[config.mk]
export PLATFORM = sky130hd
export DESIGN_NAME = cic_decim_mc_flat
export DESIGN_NICKNAME = d
export VERILOG_FILES = /design/src/rtl/cic_decim_mc_if.sv /design/src/rtl/cic_decim_mc.sv /design/src/flat_wrapper.sv
export SDC_FILE = /design/constraint.sdc
export NUM_CORES = 2
export LEC_CHECK = 0
export BUFFER_PORTS_ARGS = -buffer_cell sky130_fd_sc_hd__buf_2
export CAP_MARGIN = 5
export CELL_PAD_IN_SITES_DETAIL_PLACEMENT = 0
export CELL_PAD_IN_SITES_GLOBAL_PLACEMENT = 1
export CORE_MARGIN = 1
export CORE_UTILIZATION = 50
export CTS_CLUSTER_SIZE = 8
export DETAILED_ROUTE_END_ITERATION = 6
export HOLD_SLACK_MARGIN = 0.15
export PLACE_DENSITY = 0.91
export SLEW_MARGIN = 20
export SYNTH_ARGS = -nofsm -noshare
export SYNTH_HDL_FRONTEND = slang
export SYNTH_SLANG_ARGS = --single-unit
[constraint.sdc]
create_clock -name clk_i -period 32.4 [get_ports clk_i]
set_clock_uncertainty 0.05 [all_clocks]
set_input_delay 4.86 -clock clk_i [delete_from_list [all_inputs] [get_ports clk_i]]
set_output_delay 4.86 -clock clk_i [all_outputs]
set_load 0.01 [all_outputs]
[src/rtl/cic_decim_mc_if.sv]
// Sample/control bundle between the DDC front end and the multi-channel CIC decimator.
// The master drives samples and rate control; the slave returns decimated words and the active rate.
interface cic_decim_mc_if #(
  parameter int DATAIN_WIDTH  = 16,
  parameter int DATAOUT_WIDTH = 16,
  parameter int MAXRATE       = 1024,
  parameter int NUM_CHANNELS  = 2
);
  localparam int RW = $clog2(MAXRATE + 1);

  logic                                    en_i;
  logic                                    act_i;
  logic [NUM_CHANNELS*DATAIN_WIDTH-1:0]    data_i;
  logic [RW-1:0]                           rate_i;
  logic                                    rate_load_i;
  logic [NUM_CHANNELS*DATAOUT_WIDTH-1:0]   data_o;
  logic                                    val_o;
  logic [RW-1:0]                           rate_o;

  modport master (
    output en_i, act_i, data_i, rate_i, rate_load_i,
    input  data_o, val_o, rate_o
  );

  modport slave (
    input  en_i, act_i, data_i, rate_i, rate_load_i,
    output data_o, val_o, rate_o
  );
endinterface

[src/rtl/cic_decim_mc.sv]
// Multi-channel CIC decimator with its own phase counter; output NUM_STAGES+1 cycles after the strobe-firing accept.
// No backpressure: every act_i beat with en_i=1 is consumed, en_i=0 freezes all state and masks val_o.
module cic_decim_mc #(
  parameter int DATAIN_WIDTH  = 16,
  parameter int DATAOUT_WIDTH = 16,
  parameter int NUM_STAGES    = 3,
  parameter int DIFF_DELAY    = 1,
  parameter int MAXRATE       = 1024,
  parameter int NUM_CHANNELS  = 2
) (
  input logic           clk_i,
  input logic           rst_n_i,
  cic_decim_mc_if.slave bus
);
  localparam int ACC_WIDTH = DATAIN_WIDTH + NUM_STAGES * $clog2(MAXRATE * DIFF_DELAY);
  localparam int RW        = $clog2(MAXRATE + 1);

  logic [1:0] rst_sync_q;
  logic       rst_n;

  // Assert immediately, release on a clock edge so no flop sees a runt reset removal.
  always_ff @(posedge clk_i or negedge rst_n_i) begin
    if (!rst_n_i) rst_sync_q <= '0;
    else          rst_sync_q <= {rst_sync_q[0], 1'b1};
  end
  assign rst_n = rst_sync_q[1];

  logic          en;
  logic          accept;
  logic          load;
  logic          dec_stb;
  logic [RW-1:0] rate_q;
  logic [RW-1:0] phase_q;
  logic [RW-1:0] rate_clamp;
  logic [RW-1:0] eff_rate;
  logic [RW-1:0] eff_phase;

  assign en     = bus.en_i;
  assign accept = en & bus.act_i;
  assign load   = en & bus.rate_load_i;

  always_comb begin
    rate_clamp = bus.rate_i;
    if (bus.rate_i == '0)                 rate_clamp = RW'(1);
    else if (bus.rate_i > RW'(MAXRATE))   rate_clamp = RW'(MAXRATE);
  end

  // A load restarts the phase, so a coinciding accept is phase 0 of the new rate.
  assign eff_rate  = load ? rate_clamp : rate_q;
  assign eff_phase = load ? '0 : phase_q;
  assign dec_stb   = accept && (eff_phase == eff_rate - RW'(1));

  always_ff @(posedge clk_i or negedge rst_n) begin
    if (!rst_n) begin
      rate_q  <= RW'(MAXRATE);
      phase_q <= '0;
    end else if (en) begin
      rate_q <= eff_rate;
      if (accept) phase_q <= dec_stb ? '0 : eff_phase + RW'(1);
      else        phase_q <= eff_phase;
    end
  end

  logic [ACC_WIDTH-1:0] integ_q [NUM_CHANNELS][NUM_STAGES];

  always_ff @(posedge clk_i or negedge rst_n) begin
    if (!rst_n) begin
      for (int c = 0; c < NUM_CHANNELS; c++)
        for (int s = 0; s < NUM_STAGES; s++)
          integ_q[c][s] <= '0;
    end else if (accept) begin
      for (int c = 0; c < NUM_CHANNELS; c++) begin
        integ_q[c][0] <= integ_q[c][0]
                       + ACC_WIDTH'($signed(bus.data_i[c*DATAIN_WIDTH +: DATAIN_WIDTH]));
        for (int s = 1; s < NUM_STAGES; s++)
          integ_q[c][s] <= integ_q[c][s] + integ_q[c][s-1];
      end
    end
  end

  // Slot 0 holds the decimated integrator sample, slots 1..NUM_STAGES the comb results.
  logic [NUM_STAGES:0]  vld_q;
  logic [ACC_WIDTH-1:0] stg_q [NUM_CHANNELS][NUM_STAGES+1];
  logic [ACC_WIDTH-1:0] dly_q [NUM_CHANNELS][NUM_STAGES][DIFF_DELAY];
  logic [NUM_CHANNELS*DATAOUT_WIDTH-1:0] data_q;
  logic                                  val_q;

  always_ff @(posedge clk_i or negedge rst_n) begin
    if (!rst_n) begin
      vld_q  <= '0;
      val_q  <= 1'b0;
      data_q <= '0;
      for (int c = 0; c < NUM_CHANNELS; c++) begin
        for (int s = 0; s <= NUM_STAGES; s++)
          stg_q[c][s] <= '0;
        for (int s = 0; s < NUM_STAGES; s++)
          for (int d = 0; d < DIFF_DELAY; d++)
            dly_q[c][s][d] <= '0;
      end
    end else if (en) begin
      vld_q <= {vld_q[NUM_STAGES-1:0], dec_stb};
      val_q <= vld_q[NUM_STAGES];
      for (int c = 0; c < NUM_CHANNELS; c++) begin
        if (dec_stb) stg_q[c][0] <= integ_q[c][NUM_STAGES-1];
        // Delay lines step per decimated sample, not per clock.
        for (int s = 0; s < NUM_STAGES; s++) begin
          if (vld_q[s]) begin
            stg_q[c][s+1]  <= stg_q[c][s] - dly_q[c][s][DIFF_DELAY-1];
            dly_q[c][s][0] <= stg_q[c][s];
            for (int d = 1; d < DIFF_DELAY; d++)
              dly_q[c][s][d] <= dly_q[c][s][d-1];
          end
        end
        if (vld_q[NUM_STAGES])
          data_q[c*DATAOUT_WIDTH +: DATAOUT_WIDTH] <=
            stg_q[c][NUM_STAGES][ACC_WIDTH-1 -: DATAOUT_WIDTH];
      end
    end
  end

  assign bus.data_o = data_q;
  assign bus.val_o  = val_q & en;
  assign bus.rate_o = rate_q;
endmodule

[src/flat_wrapper.sv]
// flat-port wrapper written by rule: the top's interface ports become plain ports
module cic_decim_mc_flat 
#(
  parameter int DATAIN_WIDTH  = 16,
  parameter int DATAOUT_WIDTH = 16,
  parameter int NUM_STAGES    = 3,
  parameter int DIFF_DELAY    = 1,
  parameter int MAXRATE       = 1024,
  parameter int NUM_CHANNELS  = 2
)
  (clk_i, rst_n_i, bus_en_i, bus_act_i, bus_data_i, bus_rate_i, bus_rate_load_i, bus_data_o, bus_val_o, bus_rate_o);
  cic_decim_mc_if #(.DATAIN_WIDTH(DATAIN_WIDTH), .DATAOUT_WIDTH(DATAOUT_WIDTH), .MAXRATE(MAXRATE), .NUM_CHANNELS(NUM_CHANNELS)) bus_i ();
  input logic clk_i;
  input logic rst_n_i;
  input wire logic [$bits(bus_i.en_i)-1:0] bus_en_i;
  input wire logic [$bits(bus_i.act_i)-1:0] bus_act_i;
  input wire logic [$bits(bus_i.data_i)-1:0] bus_data_i;
  input wire logic [$bits(bus_i.rate_i)-1:0] bus_rate_i;
  input wire logic [$bits(bus_i.rate_load_i)-1:0] bus_rate_load_i;
  output wire logic [$bits(bus_i.data_o)-1:0] bus_data_o;
  output wire logic [$bits(bus_i.val_o)-1:0] bus_val_o;
  output wire logic [$bits(bus_i.rate_o)-1:0] bus_rate_o;
  assign bus_i.en_i = bus_en_i;
  assign bus_i.act_i = bus_act_i;
  assign bus_i.data_i = bus_data_i;
  assign bus_i.rate_i = bus_rate_i;
  assign bus_i.rate_load_i = bus_rate_load_i;
  assign bus_data_o = bus_i.data_o;
  assign bus_val_o = bus_i.val_o;
  assign bus_rate_o = bus_i.rate_o;
  cic_decim_mc #(.DATAIN_WIDTH(DATAIN_WIDTH), .DATAOUT_WIDTH(DATAOUT_WIDTH), .NUM_STAGES(NUM_STAGES), .DIFF_DELAY(DIFF_DELAY), .MAXRATE(MAXRATE), .NUM_CHANNELS(NUM_CHANNELS)) u_core (.clk_i(clk_i), .rst_n_i(rst_n_i), .bus(bus_i));
endmodule
Yosys cells after proc, flatten, opt, wreduce, memory -nomap -nowiden:

Cells that the tools add are included.

* input port bits: 48
* register bits: 981

* add/subtract/negate cells: 14
* equality and inequality tests: 1
* reductions and logical operators: 7
* mux-type cells: 6
* bitwise gates (word level): 3
* order comparisons: 1

Operators by type and width (count)
* adder 46 bit: 6
* subtractor 46 bit: 6
* two-way mux 11 bit: 6
* adder 11 x 1 -> 11 bit (second input constant): 1
* == test 11 bit: 1
* greater-than comparator 11 bit (second input constant): 1
* zero test 11 bit: 1
* subtractor 11 x 1 -> 11 bit (second input constant): 1
* AND reduction 2 bit: 5
* AND 1 bit: 3
* logical AND 1 bit: 1

Logic depth before layout (Yosys ltp):

* depth after elaboration: 9
* gate-level depth with buffers: 17
* gate-level depth less buffers: 15

Least setup slack after synthesis:

OpenSTA, ideal clock, no wires.

* path kind: input-to-output
* start point: in bus_en_i
* end point: out bus_val_o
* data required time: 27.490 ns
* stages on the path: 4
* data arrival time: 5.755 ns
* path slack: 21.735 ns
* path through: clkbuf_1 -> clkbuf_1 -> clkbuf_1 -> and2_1

* cells in the longest elaborated chain, start to end: 1

Ends and longest elaborated chain
* from (decl): RTL line flat_wrapper.sv:15 `input wire logic [$bits(bus_i.en_i)-1:0] bus_en_i;`
* AND 1 bit: RTL line cic_decim_mc.sv:122 `assign bus.val_o = val_q & en;`
* to (decl): RTL line flat_wrapper.sv:21 `output wire logic [$bits(bus_i.val_o)-1:0] bus_val_o;`

No other way between the ends.

Worst setup path after layout:

Ends and elaborated chain as after synthesis.

==> reports/metrics.cfg <==
[layout]
syn2layout_area_growth_pct=9.23
design_area_mm2=0.0653
finalNonFillerCells=8384
drive_gt1_share_pct=7.06
nets=7351

[power_and_ir_drop]
cellLeakagePower_nw=32.4
vdd_drop_max_uv=53.0
powerDensity_mw_per_mm2=85.1

[setup_path]
cp_cell_sequence=buf_2, buf_4, and2_1, buf_2
r2r-end=u_core.stg_q[320]$_DFFE_PN0P_
cp-start-kind=primary input
endpoint_kind=output port
arrival_ps=5580
critPathRequiredTime_ps=27490
cp-startpoint=bus_en_i
worst-path-max-fanout=33
cp_slowest_stage_delay_ps=320
crit_top_cell=buf_2
worst_r2r_path_depth=15
crit_path_top_delay_cell=buf_4
reg2reg_from=u_core.stg_q[322]$_DFFE_PN0P_
crit_type=primary input to output port
ff2ff_setup_slack_ps=28170

[synth]
synthSimpleGateAreaFrac_pct=13.4
synthArstFlopShare_pct=100
ys_ff_latch=921
syn_area_per_cell_um2=8.88
synthFlopType=dfrtp_1
synth_top_area_share_pct=38.5
synth-xor-area-share_pct=6.53
yosysUniqueCellTypes=97
synth_common_cells=nand2_1 (1023), dfrtp_1 (920), o21ai_0 (889)
yosys_warnings=0
synth-compound-area-share_pct=22.6
synth_top_area_cell=dfrtp_1
yosysMostFrequentCell=nand2_1
synth_mux_area_share_pct=3.01
synth_area_leaders=dfrtp_1 (38%), ha_1 (11%), o21ai_0 (7.4%)
synth-edff-count=0
netlist_instances=6740
synth_top_family_by_area=compound AO/OA/AOI/OAI gates
yosys.area_share.adder_pct=11.6
syn-cell-area_mm2=0.0598
yosysSeqAreaShare_pct=38.5
syn_nets=7338

[sta]
setup_slack_ps=21910
setup_violations=0
clock.fmax_ghz=0.0953
period_share_pct=32.4
tightest_slew_ps=1120
grt_setup_unrepaired=no
maxSlewViolCount=0
finalHoldViolations=0
relSlewSlack_pct=25.5
setup_tns_ps=0
period_needed_ps=10490

[floorplan]
die_h_um=348
start_util_pct=50.5
core_area_mm2=0.118
num_io_pins=92
die_x_um=348
row_count=126
dieArea_mm2=0.121

[status]
status=completed

[clock_network]
cts_max_level=4
postCtsSetupBuffers=0
cts_sinks=921
cts_buffer_depth=3
clk_latency_ps=720
cts_tree=yes
cts_root_buffer=clkbuf_16
holdBufCountCts=0
cts_made_buffers=135
cts_resized=0
path_clk_slew_ps=50

[flow_run]
maxCapViolations=0

[global_routing]
grt_usage_pct=21.3
grt_max_degree=328
grt_pass1_wl_um=218000
grt_pass1_vias=43900
antenna_found_initial=14
grt.overflow.total=0

[place]
place_ws_ps=21900
io_buffers=91
place_inst=8213
gp_congestion=0.880
place_hpwl_um=93800
placed_area_mm2=0.0616

[routing]
route.detailed.drc=0
wirelength_um=127000
wire_per_inst_um=15.2
viasPerCell=5.46
first_iter_violations=2580
drtPass1Iterations=5
route.vias.total=45800
ant_nets=0

[worst_hold_path]
hp-class=flip-flop to async pin

[critical path, delay by kind of cell]
family / cells / cell delay [ps]
AND/OR/NAND/NOR: 1 / 190
buffers and inverters: 3 / 530
[sequential cells by signal, indices dropped and copies added, names as in the netlist]
register	flops
u_core.bus.data_o	32
u_core.vld_q	4
u_core.integ_q	276
u_core.val_q	1
u_core.dly_q	276
u_core.phase_q	11
u_core.bus.rate_o	11
u_core.stg_q	308
u_core.rst_sync_q	2
[where the power goes]
part	internal, W	switching [W]	leakage [nW]
Combinational	0.00114	0.00145	18.8
Sequential	0.00144	0.000270	11.7
Clock	0.000771	0.000489	1.82
Total	0.00335	0.00221	32.4
[cell families after synthesis]
group / after synthesis
flip-flops: 921
AND/OR/NAND/NOR: 1776
adder cells (fa/ha/maj): 550
multiplexers: 141
AO/OA/AOI/OAI: 2228
XOR/XNOR: 446
other: 1
buffers and inverters: 677
[cell type report]
class / instances / area [um2]
well taps: 1600 / 2000
multi-input cells: 5142 / 34200
fillers: 10600 / 53000
repair buffers: 120 / 751
diodes: 1 / 2.50
clock inverters: 12 / 149
flip-flops and latches: 921 / 23100
clock buffers: 155 / 3560
inverters: 433 / 1630
[how the worst max path moves through the flow]
stage / slack, ps / cells past startpoint / endpoint
6_report: 21910 / 4 / bus_val_o
5_1_grt: 21830 / 4 / bus_val_o
4_1_cts: 21900 / 4 / bus_val_o
3_5_place_dp: 21900 / 4 / bus_val_o
3_3_place_gp: 21910 / 4 / bus_val_o
2_1_floorplan: 4780 / 0 / u_core.bus.data_o[0]$_DFFE_PN0P_
[layer usage]
layer,routed length [um],global-route usage (%)
met1,67700,32.3
met2,51900,31.1
met3,5320,3.63
met4,2230,5.30
met5,69,0
[layout by cell type, fill, tap and decap left out, types with 60 or more instances in the layout]
cell type and count:
nand4_1 67, a21o_1 320, nor2b_1 71, o21ai_0 889, nand2_1 1019, xor2_1 213
o21bai_1 77, inv_1 430, dfrtp_1 919, and3_1 60, o21a_1 68, nor2_1 201
clkbuf_16 139, mux2_2 79, a21oi_1 453, nand3_1 91, xnor2_1 233, nand2b_1 78
ha_1 540, buf_2 91
[metrics by stage]
step | util, % | hold slack (ps) | power, W
after floorplan | - | 281 | 0.00373
after global placement | 52.0 | 289 | 0.00421
after detailed placement | 52.0 | 295 | 0.00429
after CTS | 55.1 | 320 | 0.00559
after global routing | 55.2 | 336 | 0.00603
final | 55.2 | 313 | 0.00556
(Power assumes the default switching activity.)
